$ cat config.mk
export PLATFORM = sky130hd
export DESIGN_NAME = sine_period_meter
export DESIGN_NICKNAME = d
export VERILOG_FILES = /design/src/rtl/sine_meas_pkg.sv /design/src/rtl/sine_xing_detect.sv /design/src/rtl/sine_period_meter.sv
export SDC_FILE = /design/constraint.sdc
export NUM_CORES = 1
export LEC_CHECK = 0
export ABC_CLOCK_PERIOD_IN_PS = 3410
export BUFFER_PORTS_ARGS = -buffer_cell sky130_fd_sc_hd__buf_2
export CORE_MARGIN = 2
export CORE_UTILIZATION = 40
export CTS_BUF_LIST = sky130_fd_sc_hd__clkbuf_16
export DETAILED_ROUTE_END_ITERATION = 10
export SLEW_MARGIN = 20
export SYNTH_ARGS = -nofsm -noshare
export SYNTH_HDL_FRONTEND = slang
export SYNTH_SLANG_ARGS = --single-unit
$ cat constraint.sdc
create_clock -name clk_in -period 3.41 [get_ports clk_in]
set_clock_uncertainty 0.15 [all_clocks]
set_input_delay 0.5115 -clock clk_in [delete_from_list [all_inputs] [get_ports clk_in]]
set_output_delay 0.5115 -clock clk_in [all_outputs]
set_load 0.01 [all_outputs]
$ cat src/rtl/sine_meas_pkg.sv
// Shared types and default parameters for the sine period meter.
//   xing_state_t : comparator state (S_INIT, S_LOW, S_HIGH)
//   DEF_*        : default sample width, counter width, thresholds, timeout
package sine_meas_pkg;

  typedef enum logic [1:0] {
    S_INIT = 2'd0,
    S_LOW  = 2'd1,
    S_HIGH = 2'd2
  } xing_state_t;

  localparam int DEF_DATA_W     = 8;
  localparam int DEF_CNT_W      = 16;
  localparam int DEF_MIDPOINT   = 128;
  localparam int DEF_HYST       = 8;
  localparam int DEF_MAX_PERIOD = 4095;

endpackage

$ cat src/rtl/sine_xing_detect.sv
// Hysteresis comparator for the sample stream.
//   clk_in, rst_n : clock, async active-low reset
//   sample_valid  : qualifies sample; the FSM only moves on valid samples
//   sample        : unsigned sample
//   state         : comparator state after the current sample is applied
//   rise          : S_LOW -> S_HIGH transition on this (valid) sample
module sine_xing_detect
  import sine_meas_pkg::*;
#(
  parameter int DATA_W   = DEF_DATA_W,
  parameter int MIDPOINT = DEF_MIDPOINT,
  parameter int HYST     = DEF_HYST
) (
  input  logic              clk_in,
  input  logic              rst_n,
  input  logic              sample_valid,
  input  logic [DATA_W-1:0] sample,
  output xing_state_t       state,
  output logic              rise
);

  // Thresholds carry one extra bit so MIDPOINT+HYST cannot wrap.
  localparam logic [DATA_W:0] HI_TH_C = (DATA_W+1)'(MIDPOINT + HYST);
  localparam logic [DATA_W:0] LO_TH_C = (DATA_W+1)'(MIDPOINT - HYST);

  xing_state_t     state_r;
  xing_state_t     state_nxt_s;
  logic            rise_s;
  logic [DATA_W:0] sample_ext_s;
  logic            ge_hi_s;
  logic            le_lo_s;

  assign sample_ext_s = {1'b0, sample};
  assign ge_hi_s      = (sample_ext_s >= HI_TH_C);
  assign le_lo_s      = (sample_ext_s <= LO_TH_C);

  // Comparator state register.
  always_ff @(posedge clk_in or negedge rst_n) begin
    if (!rst_n) begin
      state_r <= S_INIT;
    end else begin
      state_r <= state_nxt_s;
    end
  end

  // Next-state and rise-event decode; samples inside the band never move the FSM.
  always_comb begin
    state_nxt_s = state_r;
    rise_s      = 1'b0;
    if (sample_valid) begin
      case (state_r)
        S_INIT: begin
          if (le_lo_s) begin
            state_nxt_s = S_LOW;
          end else if (ge_hi_s) begin
            state_nxt_s = S_HIGH;
          end else begin
            state_nxt_s = S_INIT;
          end
        end
        S_LOW: begin
          if (ge_hi_s) begin
            state_nxt_s = S_HIGH;
            rise_s      = 1'b1;
          end else begin
            state_nxt_s = S_LOW;
          end
        end
        S_HIGH: begin
          if (le_lo_s) begin
            state_nxt_s = S_LOW;
          end else begin
            state_nxt_s = S_HIGH;
          end
        end
        default: begin
          state_nxt_s = S_INIT;
        end
      endcase
    end else begin
      state_nxt_s = state_r;
    end
  end

  assign state = state_nxt_s;
  assign rise  = rise_s;

endmodule

$ cat src/rtl/sine_period_meter.sv
// Per-cycle waveform measurement of an 8-bit unsigned sample stream.
//   clk_in, rst_n      : clock, async active-low reset
//   sample_valid       : qualifies sample (no backpressure)
//   sample             : unsigned sample
//   meas_valid         : one-cycle pulse with a new measurement
//   period             : accepted samples in the last complete cycle
//   peak_max, peak_min : extremes of the last complete cycle
//   high_samples       : samples of the last cycle with the comparator HIGH
//   locked             : a measurement exists and no timeout since
//   timeout            : sticky; cleared by the next measurement
module sine_period_meter
  import sine_meas_pkg::*;
#(
  parameter int DATA_W     = DEF_DATA_W,
  parameter int CNT_W      = DEF_CNT_W,
  parameter int MIDPOINT   = DEF_MIDPOINT,
  parameter int HYST       = DEF_HYST,
  parameter int MAX_PERIOD = DEF_MAX_PERIOD
) (
  input  logic              clk_in,
  input  logic              rst_n,
  input  logic              sample_valid,
  input  logic [DATA_W-1:0] sample,
  output logic              meas_valid,
  output logic [CNT_W-1:0]  period,
  output logic [DATA_W-1:0] peak_max,
  output logic [DATA_W-1:0] peak_min,
  output logic [CNT_W-1:0]  high_samples,
  output logic              locked,
  output logic              timeout
);

  localparam logic [CNT_W-1:0] ONE_C   = {{(CNT_W-1){1'b0}}, 1'b1};
  localparam logic [CNT_W-1:0] ZERO_C  = {CNT_W{1'b0}};
  localparam logic [CNT_W-1:0] MAX_C   = CNT_W'(MAX_PERIOD);

  function automatic logic [DATA_W-1:0] max_f(input logic [DATA_W-1:0] a,
                                              input logic [DATA_W-1:0] b);
    if (a > b) return a;
    else       return b;
  endfunction

  function automatic logic [DATA_W-1:0] min_f(input logic [DATA_W-1:0] a,
                                              input logic [DATA_W-1:0] b);
    if (a < b) return a;
    else       return b;
  endfunction

  xing_state_t       xing_state_s;
  logic              rise_s;

  logic [CNT_W-1:0]  cnt_r,        cnt_nxt_s;
  logic [DATA_W-1:0] run_max_r,    run_max_nxt_s;
  logic [DATA_W-1:0] run_min_r,    run_min_nxt_s;
  logic [CNT_W-1:0]  run_high_r,   run_high_nxt_s;
  logic              armed_r,      armed_nxt_s;
  logic              meas_valid_r, meas_valid_nxt_s;
  logic [CNT_W-1:0]  period_r,     period_nxt_s;
  logic [DATA_W-1:0] peak_max_r,   peak_max_nxt_s;
  logic [DATA_W-1:0] peak_min_r,   peak_min_nxt_s;
  logic [CNT_W-1:0]  high_r,       high_nxt_s;
  logic              locked_r,     locked_nxt_s;
  logic              timeout_r,    timeout_nxt_s;

  sine_xing_detect #(
    .DATA_W   (DATA_W),
    .MIDPOINT (MIDPOINT),
    .HYST     (HYST)
  ) u_xing (
    .clk_in       (clk_in),
    .rst_n        (rst_n),
    .sample_valid (sample_valid),
    .sample       (sample),
    .state        (xing_state_s),
    .rise         (rise_s)
  );

  // Window accumulation, measurement latch and lock/timeout decisions.
  always_comb begin
    cnt_nxt_s        = cnt_r;
    run_max_nxt_s    = run_max_r;
    run_min_nxt_s    = run_min_r;
    run_high_nxt_s   = run_high_r;
    armed_nxt_s      = armed_r;
    meas_valid_nxt_s = 1'b0;
    period_nxt_s     = period_r;
    peak_max_nxt_s   = peak_max_r;
    peak_min_nxt_s   = peak_min_r;
    high_nxt_s       = high_r;
    locked_nxt_s     = locked_r;
    timeout_nxt_s    = timeout_r;
    if (sample_valid) begin
      if (rise_s) begin
        // A rise closes the current window (if one is open) and opens the next;
        // it takes precedence over a coincident timeout.
        if (armed_r) begin
          period_nxt_s     = cnt_r;
          peak_max_nxt_s   = run_max_r;
          peak_min_nxt_s   = run_min_r;
          high_nxt_s       = run_high_r;
          meas_valid_nxt_s = 1'b1;
          locked_nxt_s     = 1'b1;
          timeout_nxt_s    = 1'b0;
        end else begin
          meas_valid_nxt_s = 1'b0;
        end
        cnt_nxt_s      = ONE_C;
        run_max_nxt_s  = sample;
        run_min_nxt_s  = sample;
        run_high_nxt_s = ONE_C;
        armed_nxt_s    = 1'b1;
      end else if (armed_r) begin
        if (cnt_r == MAX_C) begin
          // Window too long: drop lock and wait for a fresh arming rise.
          timeout_nxt_s = 1'b1;
          locked_nxt_s  = 1'b0;
          armed_nxt_s   = 1'b0;
        end else begin
          cnt_nxt_s      = cnt_r + ONE_C;
          run_max_nxt_s  = max_f(run_max_r, sample);
          run_min_nxt_s  = min_f(run_min_r, sample);
          run_high_nxt_s = run_high_r + ((xing_state_s == S_HIGH) ? ONE_C : ZERO_C);
        end
      end else begin
        armed_nxt_s = 1'b0;
      end
    end else begin
      meas_valid_nxt_s = 1'b0;
    end
  end

  // Window and output registers.
  always_ff @(posedge clk_in or negedge rst_n) begin
    if (!rst_n) begin
      cnt_r        <= ZERO_C;
      run_max_r    <= {DATA_W{1'b0}};
      run_min_r    <= {DATA_W{1'b1}};
      run_high_r   <= ZERO_C;
      armed_r      <= 1'b0;
      meas_valid_r <= 1'b0;
      period_r     <= ZERO_C;
      peak_max_r   <= {DATA_W{1'b0}};
      peak_min_r   <= {DATA_W{1'b0}};
      high_r       <= ZERO_C;
      locked_r     <= 1'b0;
      timeout_r    <= 1'b0;
    end else begin
      cnt_r        <= cnt_nxt_s;
      run_max_r    <= run_max_nxt_s;
      run_min_r    <= run_min_nxt_s;
      run_high_r   <= run_high_nxt_s;
      armed_r      <= armed_nxt_s;
      meas_valid_r <= meas_valid_nxt_s;
      period_r     <= period_nxt_s;
      peak_max_r   <= peak_max_nxt_s;
      peak_min_r   <= peak_min_nxt_s;
      high_r       <= high_nxt_s;
      locked_r     <= locked_nxt_s;
      timeout_r    <= timeout_nxt_s;
    end
  end

  assign meas_valid   = meas_valid_r;
  assign period       = period_r;
  assign peak_max     = peak_max_r;
  assign peak_min     = peak_min_r;
  assign high_samples = high_r;
  assign locked       = locked_r;
  assign timeout      = timeout_r;

endmodule

==> results.yml <==
critical_path:
  crit_path_end_kind: "register"
  r2r-start: "cnt_r[12]$_DFFE_PN0P_"
  cp-start-kind: "register"
  path_max_fanout: 8
  path_class: "register to register"
  rr_worst_depth: 5
  regToRegEndpoint: "run_max_r[2]$_DFFE_PN0P_"
  cp_data_required_time_ns: 3.49
  rrSetupSlack_ns: 0.60
  cp.arrival_ns: 2.89
place:
  gp_congestion: 0.8785
  dpl.hpwl_um: 7285
  place_area_um2: 5324
  numPortBuffers: 61
synthesis:
  syn_inst: 410
  synth-edff-count: 0
  synth.cell_area_um2: 4802
  synth_seq_cells: 102
  ys_warn_count: 0
  synthArstFlopShare_pct: 100.0
  seq_area_frac_synth_pct: 53.36
  ys_types: 46
  syn_nets: 439
  synthFlopType: "dfrtp_1"
  synth_area_per_cell_um2: 11.71
route:
  initialDrtViolationCount: 179
  via_per_inst: 5.278
  vias: 3320
  wl_um: 9973
  drc: 0
  firstDrtPassIters: 4
  drt-wirelength-per-cell_um: 15.86
  postRouteAntennaNets: 0
clocking:
  cts.sinks: 102
  numCtsBuffers: 9
  cts-hold-fix-buffers: 0
  clk_latency_ns: 0.35
  cts_resized: 0
  clk_pin_slew_worst_paths_ns: 0.07
  postCtsSetupBuffers: 0
  cts_tree: "yes"
  cts_max_level: 3
  cts_root_buf: "clkbuf_16"
  clockBufferDepth: 2
floorplan:
  rows: 40
  initial_core_util_pct: 40.49
  die_h_um: 113.6
  core_um2: 11860
  ios: 62
  die_w_um: 113.6
  dieArea_um2: 12900
timing:
  tns_ns: 0
  hold_viol: 0
  period_share_pct: 82.52
  rsz0062_at_grt: "no"
  slew_violations: 0
  maxSlewHeadroom_pct: 51.34
  timing.fmax_mhz: 355.4
  final-setup-viol-count: 0
  layout_min_cycle_time_ns: 2.814
  tightest_slew_ns: 0.7299
layout:
  drive_gt1_share_pct: 32.37
  design_area_um2: 5629
  layout.nets: 507
  area_growth_pct: 17.22
  n_fill_cell: 1143
  antenna_cells: 0
power:
  p_seq_share_pct: 47.0
  p_int_w: 0.002595
  p_switching_w: 0.001061
  power_frac_clock_pct: 29.1
  sw_frac_of_total_pct: 29.03
  combinationalPowerShare_pct: 24.0
  p_leak_nw: 2.765
  vdd_drop_max_mv: 0.4337
  p_per_area_nw_per_um2: 649.6
  finalPower_w: 0.003657
global_route:
  grt_pass1_wl_um: 17440
  grt-ovfl-total: 0
  grt_pass1_vias: 3541
  antenna_found_initial: 0
  track_usage_pct: 17.08
  grt_max_degree: 58
hold_path:
  hold_class: "input pin to async pin"
job:
  maxCapViolCount: 0
status:
  status: "finished clean"
how the worst max path moves through the flow:
stage | start | to | cells past startpoint
finish | cnt_r[12]$_DFFE_PN0P_ | run_max_r[2]$_DFFE_PN0P_ | 5
global route | u_xing.state_r[1]$_DFF_PN0_ | run_high_r[8]$_DFFE_PN0P_ | 8
CTS | cnt_r[12]$_DFFE_PN0P_ | run_max_r[2]$_DFFE_PN0P_ | 5
detailed placement | sample[3] | run_high_r[15]$_DFFE_PN0P_ | 9
global placement | sample[3] | run_high_r[15]$_DFFE_PN0P_ | 9
floorplan | sample[3] | run_high_r[15]$_DFFE_PN0P_ | 9
Yosys cell counts (2+ instances only):
cell type  count  area, um^2
nand3_1       17       85.08
dfstp_2        8       210.2
nor4_1        10       62.56
o21ai_0       15       75.07
dfrtp_1       94        2352
inv_1         18       67.56
xnor2_1       18       157.7
or3_1          2       12.51
ha_1          18       225.2
nand2_1       30       112.6
and3_1         7       43.79
mux2_4         7       105.1
mux2_2        51       574.3
and4_1         5       43.79
a2111oi_0      7       61.31
and2_1         3       18.77
xor2_1         8       70.07
nor2_1        30       112.6
a211oi_1       2       15.01
o21a_1         2       15.01
clkbuf_1      11       41.29
a21oi_1        9       45.04
nand2b_1       2       12.51
nor3_1         6       30.03
or4_1          2       15.01
nand4_1        8       50.05
logic make-up after synthesis:
family	count (synthesis)	synth area share [%]
compound gates	44	6.123
xor+xnor	26	4.742
fa+ha+maj	18	4.690
buf+inv	32	2.683
flops	102	53.36
mux	59	14.36
simple gates	129	14.04
layout make-up:
cell class / count / area, um^2 / area share (%)
Tap cell: 147 / 183.9 / 3.267
Clock inverter: 6 / 80.08 / 1.423
Timing Repair Buffer: 70 / 387.9 / 6.890
Multi-Input combinational cell: 276 / 2118 / 37.63
Inverter: 19 / 71.32 / 1.267
Clock buffer: 9 / 225.2 / 4.001
Sequential cell: 102 / 2562 / 45.52
power by group through the flow:
stage	Combinational [W]	Clock [W]	Sequential (W)
3_3_place_gp	0.000865	0	0.00174
2_1_floorplan	0.000546	0	0.00174
4_1_cts	0.000893	0.00110	0.00172
6_report	0.000876	0.00106	0.00172
3_5_place_dp	0.000887	0	0.00175
5_1_grt	0.000991	0.00115	0.00176
per-layer routing:
layer	wire length, um	part of all wire, %	track usage [%]	up-vias
met1	4612	46	22.09	1624
met4	175	1.8	6.016	0
li1	-	-	-	1614
met3	374	3.8	3.401	13
met2	4810	48	28.74	69
met5	0	0	0	-
per-stage QoR:
step / std cells / setup WS (ns) / hold WS, ns / util, %
finish: 629 / 0.5962 / 0.07704 / 47.46
global route: 629 / 0.4100 / 0.1404 / 47.46
CTS: 629 / 0.5874 / 0.1066 / 47.46
detailed placement: 614 / 0.3473 / 0.3167 / 44.88
global placement: 614 / 0.3988 / 0.3080 / 44.88
floorplan: 410 / 0.7359 / 0.06591 / -
placed cells by master (no fill, tap or decap), drive strengths merged, types with 7 or more instances in the layout:
master / netlist / routed
a2111oi: 7 / 7
a21oi: 9 / 9
and3: 7 / 7
buf: 2 / 70
clkbuf: 11 / 9
dfrtp: 94 / 94
dfstp: 8 / 8
ha: 18 / 18
inv: 19 / 21
mux2: 58 / 58
nand2: 30 / 30
nand3: 17 / 17
nand4: 8 / 8
nor2: 30 / 30
nor4: 11 / 11
o21ai: 15 / 15
xnor2: 18 / 18
xor2: 8 / 8
registers in the layout, summed over array words and instances, names as in the netlist, 2 cells and up:
| register | count |
|---|---|
| peak_min | 8 |
| run_high_r | 16 |
| peak_max | 8 |
| u_xing.state_r | 2 |
| cnt_r | 16 |
| run_min_r | 8 |
| run_max_r | 8 |
| period | 16 |
| high_samples | 16 |
worst max-delay path: stages, from the launching register on:
cell     delay, ns
dfrtp_1       0.43
or4_4         0.60
nor4_4        0.41
nor4_1        0.10
or3_1         0.61
mux2_4        0.39
No activity file was read; power rests on OpenSTA's default activity.
